===== src/rtl/reduce_rows_pipe.sv =====
// reduce_rows_pipe: registered FANIN-ary reduction tree (OR/AND/XOR) over ROWS column vectors
// with end-to-end valid/ready. Defining REDUCE_ROWS_FLUSH_EN adds a synchronous flush port.
module reduce_rows_pipe #(
    parameter int ROWS  = 8,
    parameter int COLS  = 2,
    parameter int FANIN = 2,
    parameter int MODE  = 0
) (
    input  logic            clk,
    input  logic            reset_n,
    input  logic            in_valid,
    output logic            in_ready,
    input  logic [COLS-1:0] in_data [ROWS],
`ifdef REDUCE_ROWS_FLUSH_EN
    input  logic            flush,
`endif
    output logic            out_valid,
    input  logic            out_ready,
    output logic [COLS-1:0] out_data
);

    // Number of partial vectors left after lvl tree levels.
    function automatic int level_width(input int lvl);
        int n;
        n = ROWS;
        for (int i = 0; i < lvl; i++) n = (n + FANIN - 1) / FANIN;
        return n;
    endfunction

    function automatic int calc_nstage();
        int n;
        int s;
        n = ROWS;
        s = 0;
        for (int i = 0; i < ROWS && n > 1; i++) begin
            n = (n + FANIN - 1) / FANIN;
            s++;
        end
        return (s < 1) ? 1 : s;
    endfunction

    function automatic logic [COLS-1:0] combine(input logic [COLS-1:0] a, input logic [COLS-1:0] b);
        case (MODE)
            1:       return a & b;
            2:       return a ^ b;
            default: return a | b;
        endcase
    endfunction

    localparam int NSTAGE = calc_nstage();
    localparam logic [COLS-1:0] IDENT = (MODE == 1) ? {COLS{1'b1}} : {COLS{1'b0}};

    if (MODE < 0 || MODE > 2) begin : g_bad_mode
        $error("reduce_rows_pipe: MODE must be 0 (OR), 1 (AND) or 2 (XOR)");
    end
    if (ROWS < 1 || COLS < 1 || FANIN < 2) begin : g_bad_shape
        $error("reduce_rows_pipe: need ROWS >= 1, COLS >= 1, FANIN >= 2");
    end

    logic [NSTAGE-1:0] v;
    logic [NSTAGE-1:0] vin;
    logic [NSTAGE-1:0] rdy;
    logic [NSTAGE-1:0] load;
    logic              clr;
    logic              tail_full;
    int                idx;
    logic [COLS-1:0]   acc;

    // Only the first level_width(k+1) entries of stage k carry data; the rest fold to IDENT.
    logic [COLS-1:0] src [NSTAGE][ROWS];
    logic [COLS-1:0] red [NSTAGE][ROWS];
    logic [COLS-1:0] q   [NSTAGE][ROWS];

`ifdef REDUCE_ROWS_FLUSH_EN
    assign clr = flush;
`else
    assign clr = 1'b0;
`endif

    // A stage is ready when it or anything between it and the output has a free slot.
    always_comb begin
        rdy       = '0;
        vin       = '0;
        load      = '0;
        tail_full = 1'b1;
        for (int i = 0; i < NSTAGE; i++) begin
            tail_full = 1'b1;
            for (int j = i; j < NSTAGE; j++) tail_full = tail_full & v[j];
            rdy[i] = out_ready | ~tail_full;
        end
        vin[0] = in_valid;
        for (int i = 1; i < NSTAGE; i++) vin[i] = v[i-1];
        for (int i = 0; i < NSTAGE; i++) load[i] = rdy[i] & vin[i] & ~clr;
    end

    always_comb begin
        idx = 0;
        acc = IDENT;
        for (int r = 0; r < ROWS; r++) src[0][r] = in_data[r];
        for (int k = 1; k < NSTAGE; k++)
            for (int r = 0; r < ROWS; r++) src[k][r] = q[k-1][r];
        for (int k = 0; k < NSTAGE; k++) begin
            for (int o = 0; o < ROWS; o++) begin
                acc = IDENT;
                for (int j = 0; j < FANIN; j++) begin
                    idx = o * FANIN + j;
                    if (idx < level_width(k)) acc = combine(acc, src[k][idx]);
                end
                red[k][o] = acc;
            end
        end
    end

    always_ff @(posedge clk or negedge reset_n) begin
        if (!reset_n) begin
            v <= '0;
        end else if (clr) begin
            v <= '0;
        end else begin
            for (int i = 0; i < NSTAGE; i++)
                if (rdy[i]) v[i] <= vin[i];
        end
    end

    // Data only moves with a real token so a stalled result is never overwritten by a bubble.
    always_ff @(posedge clk or negedge reset_n) begin
        if (!reset_n) begin
            for (int k = 0; k < NSTAGE; k++)
                for (int r = 0; r < ROWS; r++) q[k][r] <= '0;
        end else begin
            for (int k = 0; k < NSTAGE; k++)
                if (load[k])
                    for (int r = 0; r < ROWS; r++) q[k][r] <= red[k][r];
        end
    end

    assign in_ready  = rdy[0] & ~clr;
    assign out_valid = v[NSTAGE-1];
    assign out_data  = q[NSTAGE-1][0];

endmodule


===== config.mk =====
export PLATFORM = sky130hd
export DESIGN_NAME = reduce_rows_pipe
export DESIGN_NICKNAME = d
export VERILOG_FILES = /design/src/rtl/reduce_rows_pipe.sv
export SDC_FILE = /design/constraint.sdc
export NUM_CORES = 1
export LEC_CHECK = 0
export BUFFER_PORTS_ARGS = -buffer_cell sky130_fd_sc_hd__buf_2
export CAP_MARGIN = 15
export CELL_PAD_IN_SITES_DETAIL_PLACEMENT = 1
export CELL_PAD_IN_SITES_GLOBAL_PLACEMENT = 1
export CORE_UTILIZATION = 33
export CTS_CLUSTER_DIAMETER = 50
export DETAILED_ROUTE_END_ITERATION = 10
export GPL_ROUTABILITY_DRIVEN = 1
export PLACE_DENSITY = 0.7
export SLEW_MARGIN = 0
export SYNTH_ARGS = -nofsm -noshare
export SYNTH_HDL_FRONTEND = slang
export SYNTH_SLANG_ARGS = --single-unit

===== constraint.sdc =====
create_clock -name clk -period 0.95 [get_ports clk]
set_input_delay 0.0475 -clock clk [delete_from_list [all_inputs] [get_ports clk]]
set_output_delay 0.0475 -clock clk [all_outputs]
set_load 0.005 [all_outputs]

# Word level (Yosys, flattened, before mapping)
# Cells that the tools add are included.
totals:
  ff_bits: 17
  word_cells: 29
  output_inout_bits: 4
  inputBits: 20
classes:
  bitwise_logic: 19
ops:
  columns: ["operator", "n"]
  rows:
  - ["$or A2 B2 Y2", 7]
  - ["$and A1 B1 Y1", 6]
  - ["$not A1 Y1", 3]
  - ["$or A1 B1 Y1", 3]

# Longest topological paths before layout
logic_depth:
  ltp_word: 5
  mapped_depth: 5
  mapped_depth_nobuf: 3

# Worst setup path before layout
# Ideal clock, no wire load.
synth_timing:
  path_type: "register -> register"
  start: "register v[0]"
  end: "register, netlist name q[40]"
  t_required_ps: 819
  arrival_time_ps: 920
  period_less_slack_ps: 1051
  setup_time_ps: 131
  path_buffers: 2
  path_slack_ps: -101
  stages_incl_launch_ff: 6
  path_cell_list: "dfrtp_1 buf_6 nand4b_4 buf_6 a21oi_2 a31oi_1"
synth_via:
  elab_chain_cells: 5
synth_rtl:
  columns: ["item", "line", "source"]
  rows:
  - ["from (decl)", "60", "logic [NSTAGE-1:0] v;"]
  - ["from (signal, indexed assignment)", "121", "if (rdy[i]) v[i] <= vin[i];"]
  - ["$and A1 B1 Y1 (2 in a row)", "88", "for (int j = i; j < NSTAGE; j++) tail_full = tail_full & v[j];"]
  - ["$not A1 Y1", "89", "rdy[i] = out_ready | ~tail_full;"]
  - ["$or A1 B1 Y1", "89", null]
  - ["net in_ready", "12", "output logic in_ready,"]
  - ["$and A1 B1 Y1", "93", "for (int i = 0; i < NSTAGE; i++) load[i] = rdy[i] & vin[i] & ~clr;"]
# The timed path passes the listed nets, and every way through them passes these cells.
# A chain may end at the register's enable or synchronous reset.

# Worst setup path in the final report
layout_timing:
  start: "register v[1]"
  end: "output port in_ready"
layout_via:
  elab_chain_cells: 4
layout_rtl:
  columns: ["item", "line"]
  rows:
  - ["$and A1 B1 Y1 (2 in a row)", "88"]
  - ["$not A1 Y1", "89"]
  - ["$or A1 B1 Y1", "89"]
  - ["to (decl)", "12"]
# Every way passes these cells.

==> impl_metrics.tcl <==
set metrics [dict create \
    status "complete, but fails checks" \
    violations "negative setup slack" \
    via_per_inst 4.98 \
    clockBufferDepth 2 \
    tightest_slew_ns 0.397 \
    final_nets 124 \
    synth.avg_cell_area_um2 10.5 \
    register_area_um2 428 \
    drt_iter0_drc 1 \
    numCtsBuffers 3 \
    min_period_ns 1.09 \
    clkTransAtPathRegs_ns 0.11 \
    rsz0062_at_grt "yes" \
    worstSetupStartpointType "register" \
    dr.pass1.iters 4 \
    path_max_fanout 6 \
    finalCritPeriodShare_pct 115 \
    synth_area_leaders "dfrtp_1 56%, a31oi_1 12%, a21oi_1 8.6%" \
    setup_viol 18 \
    fillers 244 \
    place_congestion 0.695 \
    cts_sinks 17 \
    vias 647 \
    ant_nets 0 \
    antenna_found_initial 0 \
    grt_pass1_wl_um 2850 \
    leakage_uw 0.000444 \
    grt_max_degree 18 \
    num_antenna_cells 0 \
    p_per_area_nw_per_um2 1460 \
    synth_area_um2 756 \
    crit_type "register to output port" \
    pin_count 24 \
    synth_fp_nets 92 \
    core_um2 2060 \
    gr-total-overflow 0 \
    cts_tree "yes" \
    synth_cells 72 \
    port_buffers 23 \
    drcViolationCount 0 \
    syn2layout_area_growth_pct 41.6 \
    slew_headroom_pct 73.6 \
    dieArea_um2 2490 \
    start_util_pct 36.7 \
    cts-root-buf "clkbuf_4" \
    finalPower_uw 1560 \
    ir_worst_vdd_mv 0.783 \
    die_w_um 49.9 \
    clock.fmax_mhz 914 \
    ys_seq_elements 17 \
    die-height_um 49.9 \
    finalHoldViolCount 0 \
    fin_ws_ns -0.145 \
    cts_max_level 1 \
    multi_input_area_um2 357 \
    worstHoldPathType "input port to register" \
    ys_seq_area_share_pct 56.3 \
    cp-end-kind "output port" \
    drive_above_1_share_pct 51.5 \
    clock_skew_ns 0.00861 \
    dpl.hpwl_um 1090 \
    fp-row-count 16 \
    insertion_delay_ns 0.29 \
    crit_required_ns 0.90 \
    synth_cell_types 13 \
    utilization_pct 51.9 \
    synth_top_area_cell "dfrtp_1" \
    yosys_warnings 0 \
    cp.arrival_ns 1.05 \
    grt_use_total_pct 15.2 \
    cap_violations 0 \
    grt_pass1_vias 677 \
    totalWireLength_um 1730 \
    final_max_slew_viol_count 0 \
    wl_per_cell_um 13.3 \
    synth_top_area_share_pct 56.3 \
]
## Yosys cell counts
cell and count:
clkbuf_2 1, a21oi_1 13, buf_2 1, dfrtp_1 17
buf_6 2, nand4b_4 1, a21oi_2 1, nand3b_2 1
a31oi_1 14, nand2b_1 3, nor2_1 14, buf_4 3
or2b_1 1
## per-stage QoR
step	TNS (ns)	std cells	instance area [µm²]	hold WS [ns]	setup slack [ns]
floorplan	-0.310	72	759	-0.248	-0.0782
global placement	-1.28	118	872	-0.0110	-0.149
detailed placement	-1.89	118	872	-0.00590	-0.212
CTS	-1.66	128	986	0.0214	-0.166
global route	-2.60	130	1070	0.0536	-0.216
finish	-1.39	130	1070	0.0315	-0.145
## final timing paths
| path | startpoint | end | slack, ns | cells past startpoint |
|---|---|---|---|---|
| worst max-delay path | v[1]$_DFFE_PN0P_ | in_ready | -0.14 | 2 |
| worst min-delay path | in_data[15] | q[47]$_DFFE_PN0P_ | 0.03 | 3 |
| worst max register to register | v[1]$_DFFE_PN0P_ | q[44]$_DFFE_PN0P_ | -0.14 | 4 |
| worst min register to register | q[40]$_DFFE_PN0P_ | q[40]$_DFFE_PN0P_ | 0.56 | 2 |
| max in group asynchronous | reset_n | v[2]$_DFFE_PN0P_ | 0.45 | 2 |
| min in group asynchronous | reset_n | q[31]$_DFFE_PN0P_ | 0.19 | 2 |
## layer usage
metal / wire length [µm] / part of all wire (%) / vias up / global-route usage, %
met3: 64 / 3.7 / 2 / 2.78
met5: 0 / 0 / - / 0
li1: - / - / 321 / -
met1: 766 / 44 / 302 / 19.8
met2: 881 / 51 / 22 / 24.1
met4: 15 / 0.87 / 0 / 7.14
## cell type report
class                           count  area share [%]
Timing Repair Buffer               33            20.7
Multi-Input combinational cell     49            33.3
Clock buffer                        3            2.11
Tap cell                           27            3.16
Sequential cell                    17            40.0
Clock inverter                      1           0.702
## critical path, cell delays in order, from the launching register on
cell,delay [ns]
dfrtp_2,0.42
nand4b_4,0.17
buf_2,0.16
## flip-flops by register name, indices dropped and copies added, names as in the netlist
register and cells:
out_data 2, q 12, v 3
## cell usage in the layout, fill, tap and decap left out
cell,synthesis,layout
nand2b_4,0,3
dlygate4sd3_1,0,1
nand3b_4,0,2
dfrtp_1,17,15
clkbuf_4,0,3
buf_4,3,3
buf_6,2,7
nand4b_4,1,1
buf_2,1,22
a21oi_2,1,9
or2b_1,1,1
a31oi_1,14,14
clkinvlp_4,0,1
nor2_1,14,14
dfrtp_2,0,2
a21oi_1,13,5
## where the power goes
group,switching [µW],total (µW),internal [µW]
logic,160,330,170
clock network,239,399,160
registers,46.2,832,786
## cell families (layout without fill, tap and decap cells)
group           Yosys count  after routing  synth area share, %
compound gates           28             28                 21.4
buf+inv                   7             37                 7.28
flops                    17             17                 56.3
simple gates             20             21                 15.1
## timing repair
item	4_1_cts	5_1_grt
hold buffers	1	0
endpoints found under the hold margin	17	0
pin swaps	3	10
buffers inserted	5	1
setup endpoints to repair	18	18
cloned	0	1
gates resized for setup	8	14
(Power assumes the default switching activity.)
